**src/rtl/mux8_rr_arbiter_if.sv**
```systemverilog
// Request/grant bundle between the requesting stages and the round-robin arbiter.
interface mux8_rr_arbiter_if;
    logic [7:0] req;
    logic [7:0] gnt;
    logic [2:0] sel;
    logic       valid;

    // Requesters drive req and observe the grant.
    modport master (
        output req,
        input  gnt,
        input  sel,
        input  valid
    );

    // The arbiter consumes req and produces the grant.
    modport slave (
        input  req,
        output gnt,
        output sel,
        output valid
    );
endinterface

```
**src/rtl/mux8_rr_arbiter.sv**
```systemverilog
// Round-robin arbiter driving the select lines of a shared 8:1 mux.
// An owner keeps the grant for at most MAX_HOLD cycles while others wait.
module mux8_rr_arbiter #(
    parameter int unsigned MAX_HOLD = 4
) (
    input  logic               clk,
    input  logic               rst,
    mux8_rr_arbiter_if.slave   bus
);
    localparam int unsigned N  = 8;
    localparam int unsigned IW = 3;
    localparam int unsigned HW = 8;

    localparam logic [HW-1:0] HOLD_LIM = HW'(MAX_HOLD - 1);
    localparam logic [HW-1:0] HOLD_SAT = '1;

    typedef enum logic {
        IDLE,
        OWN
    } state_t;

    state_t          state_q, state_d;
    logic [IW-1:0]   ptr_q, ptr_d;
    logic [HW-1:0]   hold_q, hold_d;
    logic [N-1:0]    gnt_q, gnt_d;
    logic [IW-1:0]   sel_q, sel_d;
    logic            valid_q, valid_d;

    logic [IW-1:0]   next_ptr;
    logic [IW-1:0]   win;
    logic            others;

    // First requester found searching start, start+1, ... modulo 8.
    function automatic logic [IW-1:0] pick(input logic [N-1:0] r, input logic [IW-1:0] start);
        logic [IW-1:0] idx;
        logic [IW-1:0] w;
        logic          found;
        w     = start;
        found = 1'b0;
        for (int unsigned i = 0; i < N; i++) begin
            idx = start + IW'(i);
            if (!found && r[idx]) begin
                w     = idx;
                found = 1'b1;
            end
        end
        return w;
    endfunction

    // Binary index to one-hot grant vector.
    function automatic logic [N-1:0] onehot(input logic [IW-1:0] w);
        logic [N-1:0] v;
        v    = '0;
        v[w] = 1'b1;
        return v;
    endfunction

    // State and registered outputs; synchronous active-low reset.
    always_ff @(posedge clk) begin
        if (!rst) begin
            state_q <= IDLE;
            ptr_q   <= '0;
            hold_q  <= '0;
            gnt_q   <= '0;
            sel_q   <= '0;
            valid_q <= 1'b0;
        end else begin
            state_q <= state_d;
            ptr_q   <= ptr_d;
            hold_q  <= hold_d;
            gnt_q   <= gnt_d;
            sel_q   <= sel_d;
            valid_q <= valid_d;
        end
    end

    // Next-state: grant from idle, continue, preempt on hold limit, or release.
    always_comb begin
        state_d  = state_q;
        ptr_d    = ptr_q;
        hold_d   = hold_q;
        gnt_d    = gnt_q;
        sel_d    = sel_q;
        valid_d  = valid_q;
        win      = '0;
        next_ptr = sel_q + IW'(1);
        others   = |(bus.req & ~onehot(sel_q));

        unique case (state_q)
            IDLE: begin
                gnt_d   = '0;
                valid_d = 1'b0;
                if (|bus.req) begin
                    win     = pick(bus.req, ptr_q);
                    gnt_d   = onehot(win);
                    sel_d   = win;
                    valid_d = 1'b1;
                    hold_d  = '0;
                    state_d = OWN;
                end
            end
            OWN: begin
                if (bus.req[sel_q] && (!others || (hold_q < HOLD_LIM))) begin
                    if (hold_q != HOLD_SAT) begin
                        hold_d = hold_q + HW'(1);
                    end
                end else begin
                    // Preempt or release: rotate priority past the current owner.
                    ptr_d = next_ptr;
                    if (|bus.req) begin
                        win     = pick(bus.req, next_ptr);
                        gnt_d   = onehot(win);
                        sel_d   = win;
                        valid_d = 1'b1;
                        hold_d  = '0;
                    end else begin
                        gnt_d   = '0;
                        valid_d = 1'b0;
                        state_d = IDLE;
                    end
                end
            end
            default: begin
                state_d = IDLE;
            end
        endcase
    end

    assign bus.gnt   = gnt_q;
    assign bus.sel   = sel_q;
    assign bus.valid = valid_q;
endmodule

```
**src/flat_wrapper.sv**
```systemverilog
// flat-port wrapper written by rule: the top's interface ports become plain ports
module mux8_rr_arbiter_flat 
#(
    parameter int unsigned MAX_HOLD = 4
)
  (clk, rst, bus_req, bus_gnt, bus_sel, bus_valid);
  mux8_rr_arbiter_if bus_i ();
  input  logic clk;
  input  logic rst;
  input wire logic [$bits(bus_i.req)-1:0] bus_req;
  output wire logic [$bits(bus_i.gnt)-1:0] bus_gnt;
  output wire logic [$bits(bus_i.sel)-1:0] bus_sel;
  output wire logic [$bits(bus_i.valid)-1:0] bus_valid;
  assign bus_i.req = bus_req;
  assign bus_gnt = bus_i.gnt;
  assign bus_sel = bus_i.sel;
  assign bus_valid = bus_i.valid;
  mux8_rr_arbiter #(.MAX_HOLD(MAX_HOLD)) u_core (.clk(clk), .rst(rst), .bus(bus_i));
endmodule
```
**config.mk**
```make
export PLATFORM = sky130hd
export DESIGN_NAME = mux8_rr_arbiter_flat
export DESIGN_NICKNAME = d
export VERILOG_FILES = /design/src/rtl/mux8_rr_arbiter_if.sv /design/src/rtl/mux8_rr_arbiter.sv /design/src/flat_wrapper.sv
export SDC_FILE = /design/constraint.sdc
export NUM_CORES = 1
export LEC_CHECK = 0
export ABC_CLOCK_PERIOD_IN_PS = 4200
export BUFFER_PORTS_ARGS = -buffer_cell sky130_fd_sc_hd__buf_4
export CORE_MARGIN = 2
export CORE_UTILIZATION = 63
export CTS_CLUSTER_SIZE = 30
export DETAILED_ROUTE_END_ITERATION = 8
export PLACE_DENSITY_LB_ADDON = 0.12
export RECOVER_POWER = 25
export SLEW_MARGIN = 5
export SYNTH_ARGS = -nofsm -noshare
export SYNTH_HDL_FRONTEND = slang
export SYNTH_SLANG_ARGS = --single-unit
```
**constraint.sdc**
```tcl
create_clock -name clk -period 4.2 [get_ports clk]
set_input_delay 0.63 -clock clk [delete_from_list [all_inputs] [get_ports clk]]
set_output_delay 0.63 -clock clk [all_outputs]
set_load 0.01 [all_outputs]
```
==> reports/metrics.csv, run 1 <==
metric,value,unit
routability congestion estimate,0.907,
CTS tree,built,
register area share after synthesis,14.1,%
TritonRoute pass-1 iters,4,
post-detail-place hpwl,5.95,mm
Worst slew margin,54.4,%
Final Hold Vio Count,0,
global-route wire length before repair,13.7,mm
final instance area,3570,um^2
prevailing post-synth register cell,dfxtp_1,
Max H-tree Level,1,
Setup crit start,u_core.bus.sel[0],
average wire per standard cell,17.9,um
Max Slew Vio Count,0,
pwr dens,767,nW/um^2
vias per cell,6.84,
maximum fanout along the worst path,20,
initial antenna violation count,0,
pin count of the biggest net entering global routing,29,
syn avg cell area,8.72,um^2
clk_lat worst skew,0.27,ns
Die W,77.6,um
Yosys warning total,0,
setup_tns,0,ns
clock root cell,clkbuf_8,
startpoint types,register,
Cells after Synth,391,
GRT Util Overall,27.3,%
Worst-Margin Slew,0.683,ns
Syn-to-layout area delta,4.81,%
Worst-path clk slew,0.09,ns
"FFs w/ async S/R, synth",0,%
Crit. End Element,register,
Post-synth EDFFs,0,
post-route ant nets,0,
Top-Level Pins,22,
Setup Viol. Count Final,0,
"Net count, final",408,
vias in the first global route,2837,
maximum VDD drop,0.000645,V
Ant. Diodes,0,
clock skew,0.00233,ns
outcome,completed,
initial core utilization,65.9,%
path type of the worst min-delay path,reg2reg,
fin crit period,3.85,ns
fin crit share,91.7,%
reg2reg start,u_core.bus.sel[0],
Detailed Route Iter0 Violations,217,
Std-Cell Rows,26,
Yosys reg bits,24,
CP max stage cell,ha_1,
I/O Buffers,21,
DIE AREA,6020,um^2
hold_buf cts,0,
CTS resizes,0,
Netlist Area Pre-Place,3410,um^2
Hold Path Origin,u_core.bus.gnt[2],
placed cell areas,3550,um^2
FMAX,260,MHz
RSZ-0062 raised after global routing,no,
Pleak,1.39,nW
CP max stage delay,0.56,ns
Crit Path Category,reg2reg,
synthesized net count,406,
CTS Buffer Depth,2,
grt total ovfl,0,
worst-path cell chain,clkinv_1 > ha_1 > buf_4 > mux2i_1 > nand2_1 > and3_1 > o311a_1 > o21ai_2 > xnor2_1 > or3_1 > nor3b_1 > a221o_1,
setup bufs post-CTS,0,
# DRC,0,
CTS buffer count,3,
Routed WL,8.29,mm
crit path DAT,4.07,ns
share of layout cells above drive strength 1,18.4,%
required time worst endpoint,4.42,ns
Core ar.,5170,um^2
Sink Count,24,
DR vias,3161,
Unique masters post-synth,74,
Tot Pwr,2.74,mW
Die Ht,77.6,um
Max Cap Viol,0,
[cells in the mapped netlist, types with 6 or more instances]
| cell | count | area, um^2 |
|---|---|---|
| clkbuf_1 | 12 | 45.0 |
| inv_1 | 12 | 45.0 |
| nor2_1 | 29 | 109 |
| nor3_1 | 11 | 55.1 |
| mux2_2 | 9 | 101 |
| o21ai_0 | 7 | 35.0 |
| mux2i_1 | 30 | 300 |
| nand2_1 | 38 | 143 |
| nand3_1 | 13 | 65.1 |
| a21oi_1 | 15 | 75.1 |
| mux4_1 | 6 | 158 |
| nand2b_1 | 6 | 37.5 |
| mux4_2 | 16 | 360 |
| o211ai_1 | 8 | 60.1 |
| a211oi_1 | 7 | 52.6 |
| nor2b_1 | 6 | 37.5 |
| buf_2 | 13 | 65.1 |
| dfxtp_1 | 24 | 480 |
| and3_1 | 7 | 43.8 |
| nor3b_1 | 7 | 52.6 |
[final cells by class]
cell class,instances,area [um^2]
flip-flops and latches,24,480
fillers,443,1600
clock buffers,4,55.1
inverters,15,56.3
repair buffers,29,184
well taps,70,87.6
multi-input cells,320,2710
[per-layer routing]
layer	global-route usage [%]	routed length (um)	up-vias
met5	0	0	-
met3	2.79	446	4
li1	-	-	1519
met1	39.4	3710	1545
met4	5.18	36	0
met2	44.7	4100	93
[worst max-delay path: cells and delay by family, from the launching register on]
kind	cells	cell delay, ns
AOI/OAI and AO/OA	3	0.75
DFF	1	0.34
muxes	1	0.44
adders and majority gates	1	0.56
buffers and inverters	2	0.60
and+or+nand+nor	4	1.00
xor gates and xnor gates	1	0.11
[cell usage in the layout, fill, tap and decap left out, types with 8 or more instances in the layout]
master    synthesis  final
nand2_1          38     38
mux2i_1          30     30
nor2_1           29     29
dfxtp_1          24     24
buf_4             3     20
mux4_2           16     16
a21oi_1          15     15
nand3_1          13     13
inv_1            12     12
nor3_1           11     11
mux2_2            9      9
clkbuf_1         12      9
o211ai_1          8      8
[final timing paths]
kind,to,slack [ns],cells past startpoint
setup / recovery,u_core.bus.gnt[7],0.35,12
hold / removal,u_core.bus.gnt[2],0.47,1
setup reg to reg,u_core.bus.gnt[7],0.35,12
hold reg to reg,u_core.bus.gnt[2],0.47,1
[power by group]
group / internal [mW] / leakage [nW] / switching (mW)
registers: 0.276 / 0.196 / 0.0656
logic: 0.997 / 1.16 / 1.24
clock network: 0.0837 / 0.0288 / 0.0746
[per-stage QoR]
stage	instances	worst slack [ns]	utilization (%)	hold WS, ns
finish	462	0.348	69.1	0.475
global route	462	0.0328	69.1	0.497
CTS	462	0.414	69.8	0.486
detailed placement	458	0.424	68.7	0.461
global placement	458	0.453	68.7	0.451
floorplan	391	0.487	-	0.479
[state kept, by name, summed over array words and instances (netlist names)]
signal and flops:
u_core.bus.valid 1, u_core.state_q 1, u_core.ptr_q 3, u_core.bus.sel 3, u_core.bus.gnt 8, u_core.hold_q 8
[kinds of logic after synthesis]
family / after synthesis / share of synthesized area, %
compound gates: 96 / 22.5
xor+xnor: 11 / 4.70
fa+ha+maj: 5 / 1.83
buf+inv: 47 / 6.42
flops: 24 / 14.1
mux: 63 / 27.8
simple gates: 145 / 22.6
No activity file was read; power rests on OpenSTA's default activity.
==> inputs of run 2 (changes only) <==
--- a/config.mk
+++ b/config.mk
@@ -13,6 +13,7 @@
 export DETAILED_ROUTE_END_ITERATION = 8
 export PLACE_DENSITY_LB_ADDON = 0.12
 export RECOVER_POWER = 25
+export REMOVE_ABC_BUFFERS = 1
 export SLEW_MARGIN = 5
 export SYNTH_ARGS = -nofsm -noshare
 export SYNTH_HDL_FRONTEND = slang
==> reports/metrics.csv, run 2 (synthesized netlist as in run 1, its figures left out) <==
metric,value,unit
maximum fanout along the worst path,14,
Worst-Margin Slew,0.507,ns
vias per cell,6.87,
I/O Buffers,21,
Core ar.,5170,um^2
Sink Count,24,
average wire per standard cell,18.9,um
reg2reg start,u_core.ptr_q[1],
Max Cap Viol,0,
Die W,77.6,um
clock root cell,clkbuf_8,
maximum VDD drop,0.000838,V
Tot Pwr,2.84,mW
fin crit share,92.0,%
initial antenna violation count,0,
post-route ant nets,0,
met3 global-route usage,2.21,%
initial core utilization,65.9,%
R2R Setup Slk,0.33,ns
WHS Path Cells,1,
final core utilization,69.6,%
crit path DAT,4.05,ns
hold endpoint,u_core.bus.gnt[1],
setup bufs post-CTS,0,
Worst slew margin,65.3,%
Final Hold Vio Count,0,
pre-CTS WS,0.334,ns
CP max stage delay,0.64,ns
pwr dens,788,nW/um^2
Max Slew Vio Count,0,
Ant. Diodes,0,
path type of the worst min-delay path,reg2reg,
Detailed Route Iter0 Violations,272,
worst r2r dst,u_core.bus.gnt[1],
R2R depth,11,
most frequent cells in the layout,"nand2_1 (38), mux2i_1 (30), nor2_1 (29)",
Top-Level Pins,22,
Hold WS,0.479,ns
worst-path cell chain,inv_1 > ha_1 > mux2_2 > or2b_1 > mux4_2 > nor4b_4 > a2111oi_4 > xnor2_2 > nor3b_2 > and3b_2 > a211o_1,
met1 global-route usage,42.3,%
FMAX,259,MHz
clock skew,0.0138,ns
CP max stage cell,ha_1,
pin count of the biggest net entering global routing,29,
Die Ht,77.6,um
setup_tns,0,ns
CTS Buffer Depth,2,
hold_buf cts,0,
outcome,completed,
TritonRoute pass-1 iters,5,
GRT Util Overall,29.6,%
startpoint types,register,
Max H-tree Level,1,
Routed WL,8.73,mm
Pleak,1.40,nW
Hold Path Origin,u_core.bus.gnt[1],
DR vias,3179,
Std-Cell Rows,26,
routability congestion estimate,0.976,
Worst-path clk slew,0.10,ns
share of layout cells above drive strength 1,18.8,%
post-detail-place hpwl,6.15,mm
DIE AREA,6020,um^2
# DRC,0,
"commonest non-fill, non-tap cell in the layout",nand2_1,
required time worst endpoint,4.38,ns
CTS buffer count,3,
global-route wire length before repair,14.7,mm
clk_lat worst skew,0.28,ns
"Net count, final",409,
fin crit period,3.87,ns
RSZ-0062 raised after global routing,no,
CTS tree,built,
GRT busiest layer,met2,
Crit Path Category,reg2reg,
CTS resizes,0,
fill count,424,
Setup Viol. Count Final,0,
vias in the first global route,2884,
Syn-to-layout area delta,5.58,%
grt total ovfl,0,
met2 GRT Util,49.1,%
Crit. End Element,register,
final setup margin,0.335,ns
-- run 2: cell types whose count changed in the layout (fill, tap and decap cells not counted) --
| cell | previous run | this run |
|---|---|---|
| buf_4 | 20 | 21 |
| bufinv_16 | 0 | 1 |
| clkbuf_8 | 4 | 3 |
| ha_1 | 5 | 4 |
| ha_2 | 0 | 1 |
-- run 2: routing by layer --
metal	wire, um	vias to the layer above
met1	3800	1536
met4	102	0
met2	4320	119
li1	-	1514
met3	506	10
met5	0	-
-- run 2: power breakdown --
part	internal [mW]	switching [mW]	total (mW)	leakage, nW
Sequential	0.276	0.0577	0.334	0.196
Clock	0.128	0.0847	0.212	0.0357
Combinational	1.01	1.29	2.29	1.17
-- run 2: area by class of cell --
cell class | count | area (um^2) | share of cell area [%]
clock buffers | 3 | 41.3 | 1.15
repair buffers | 30 | 191 | 5.32
well taps | 70 | 87.6 | 2.43
inverters | 15 | 56.3 | 1.56
multi-input cells | 320 | 2710 | 75.4
flip-flops and latches | 24 | 480 | 13.3
clock inverters | 1 | 30.0 | 0.834
-- run 2: worst max path at each step --
stage	start	to	slack [ns]	cells past startpoint
after floorplan	u_core.bus.sel[0]	u_core.bus.gnt[0]	-0.49	11
after global placement	u_core.ptr_q[1]	u_core.bus.gnt[1]	0.43	11
after detailed placement	u_core.ptr_q[1]	u_core.bus.gnt[1]	0.33	11
after CTS	u_core.ptr_q[1]	u_core.bus.gnt[1]	0.33	11
after global routing	u_core.ptr_q[1]	u_core.bus.gnt[1]	0.05	11
final	u_core.ptr_q[1]	u_core.bus.gnt[1]	0.33	11
-- run 2: through the flow --
stage / instances / area (um^2)
2_1_floorplan: 359 / 3250
6_report: 463 / 3600
5_1_grt: 463 / 3600
3_5_place_dp: 459 / 3560
3_3_place_gp: 459 / 3560
4_1_cts: 463 / 3630
-- run 2: critical path: cells and delay by family, from the launching register on --
family                     cells  cell delay (ns)
muxes                          2             0.92
adders and majority gates      1             0.64
DFF                            1             0.34
xor gates and xnor gates       1             0.19
AOI/OAI and AO/OA              2             0.37
buffers and inverters          1             0.12
and+or+nand+nor                4             1.20
==> inputs of run 3 (changes only) <==
--- a/config.mk
+++ b/config.mk
@@ -5,7 +5,7 @@
 export SDC_FILE = /design/constraint.sdc
 export NUM_CORES = 1
 export LEC_CHECK = 0
-export ABC_CLOCK_PERIOD_IN_PS = 4200
+export ABC_CLOCK_PERIOD_IN_PS = 4300
 export BUFFER_PORTS_ARGS = -buffer_cell sky130_fd_sc_hd__buf_4
 export CORE_MARGIN = 2
 export CORE_UTILIZATION = 63
==> constraint.sdc (replaced) <==
create_clock -name clk -period 4.3 [get_ports clk]
set_input_delay 0.645 -clock clk [delete_from_list [all_inputs] [get_ports clk]]
set_output_delay 0.645 -clock clk [all_outputs]
set_load 0.01 [all_outputs]
==> reports/metrics.csv, run 3 (synthesized netlist as in run 1, its figures left out) <==
metric,value,unit
most frequent cells in the layout,"nand2_1 (38), mux2i_1 (30), nor2_1 (29)",
Max Slew Vio Count,0,
Setup Viol. Count Final,0,
Syn-to-layout area delta,5.28,%
R2R Setup Slk,0.38,ns
vias in the first global route,2843,
required time worst endpoint,4.47,ns
Final Hold Vio Count,0,
Max Cap Viol,0,
fill count,423,
Worst-Margin Slew,0.756,ns
initial core utilization,65.9,%
vias per cell,6.82,
outcome,completed,
"Net count, final",408,
Core ar.,5170,um^2
WP buf/inv,1,
global-route wire length before repair,13.7,mm
Levels on crit path,11,
fin crit period,3.92,ns
Std-Cell Rows,26,
post-detail-place hpwl,5.85,mm
Register Area,480,um^2
Die W,77.6,um
I/O Buffers,21,
path type of the worst min-delay path,reg2reg,
CTS Buffer Depth,2,
final setup margin,0.383,ns
Inst Count DP,458,
Die Ht,77.6,um
maximum VDD drop,0.000586,V
CP max stage delay,0.64,ns
DIE AREA,6020,um^2
Worst-path clk slew,0.09,ns
clock skew,0.00618,ns
RSZ-0062 raised after global routing,no,
worst r2r dst,u_core.bus.gnt[1],
Max H-tree Level,1,
Crit Path Category,reg2reg,
clk_lat worst skew,0.27,ns
TritonRoute pass-1 iters,5,
GRT Util Overall,27.3,%
M1 WL,3.71,mm
Worst slew margin,49.5,%
clock root cell,clkbuf_8,
worst-path cell chain,inv_1 > ha_1 > mux4_1 > mux2i_1 > a32o_1 > nor4b_4 > a2111oi_4 > xnor2_2 > nor3b_2 > and3b_2 > a211o_1,
CTS tree,built,
placed cell areas,3550,um^2
pre-CTS WS,0.408,ns
met2 routed WL,3.81,mm
Max Used Layer,met4,
setup_tns,0,ns
final instance area,3590,um^2
initial antenna violation count,0,
pin count of the biggest net entering global routing,29,
CTS resizes,0,
CTS buffer count,3,
met3 wire length,463,um
reg2reg start,u_core.ptr_q[1],
Crit. End Element,register,
Final Non-Filler Cells,462,
R2R depth,11,
# DRC,0,
Detailed Route Iter0 Violations,215,
maximum fanout along the worst path,14,
setup bufs post-CTS,0,
Ant. Diodes,0,
DR vias,3150,
CP max stage cell,ha_1,
Worst Setup EP,u_core.bus.gnt[1],
crit path DAT,4.09,ns
share of layout cells above drive strength 1,18.4,%
average wire per standard cell,17.5,um
FMAX,255,MHz
Top-Level Pins,22,
Multi-input gate area,2710,um^2
routability congestion estimate,0.890,
"commonest non-fill, non-tap cell in the layout",nand2_1,
"CP delay by family, top",multiplexers,
pwr dens,764,nW/um^2
Pleak,1.40,nW
post-route ant nets,0,
startpoint types,register,
grt total ovfl,0,
Setup crit start,u_core.ptr_q[1],
hold_buf cts,0,
Sink Count,24,
fin crit share,91.1,%
Routed WL,8.09,mm
==> run 3: power breakdown <==
group          switching, mW  internal, mW  total (mW)
combinational           1.23         0.974        2.21
clock                 0.0740         0.125       0.199
sequential            0.0643         0.270       0.334
total                   1.37          1.37        2.74
==> run 3: worst register-to-register path, cell delays in order (launching register included) <==
cell and delay (ns):
dfxtp_1 0.34, inv_1 0.12, ha_1 0.64, mux4_1 0.64, mux2i_1 0.28, a32o_1 0.31, nor4b_4 0.48, a2111oi_4 0.12
xnor2_2 0.19, nor3b_2 0.19, and3b_2 0.23, a211o_1 0.26
==> run 3: how the worst min path moves through the flow <==
stage / start / to / slack [ns] / cells past startpoint
floorplan: u_core.hold_q[3] / u_core.hold_q[3] / 0.48 / 1
global placement: u_core.bus.gnt[1] / u_core.bus.gnt[1] / 0.45 / 1
detailed placement: u_core.bus.gnt[3] / u_core.bus.gnt[3] / 0.46 / 1
CTS: u_core.bus.gnt[3] / u_core.bus.gnt[3] / 0.48 / 1
global route: u_core.bus.gnt[3] / u_core.bus.gnt[3] / 0.50 / 1
finish: u_core.bus.gnt[3] / u_core.bus.gnt[3] / 0.47 / 1
==> run 3: final cells by class <==
cell class / count / share of cell area [%]
well taps: 70 / 2.44
inverters: 15 / 1.57
multi-input cells: 320 / 75.5
flip-flops and latches: 24 / 13.4
repair buffers: 29 / 5.12
clock inverters: 1 / 0.836
clock buffers: 3 / 1.15
==> run 3: layer usage <==
metal	vias to the layer above	track usage [%]
li1	1509	-
met1	1512	39.3
met2	114	44.2
met3	15	3.02
met4	0	5.89
met5	-	0
==> run 3: through the flow <==
| step | total power, mW | hold slack, ns | util [%] |
|---|---|---|---|
| 6_report | 2.74 | 0.469 | 69.4 |
| 5_1_grt | 2.95 | 0.499 | 69.4 |
| 4_1_cts | 2.74 | 0.477 | 70.1 |
| 3_5_place_dp | 2.53 | 0.456 | 68.7 |
| 3_3_place_gp | 2.49 | 0.448 | 68.7 |
| 2_1_floorplan | 2.04 | 0.479 | - |
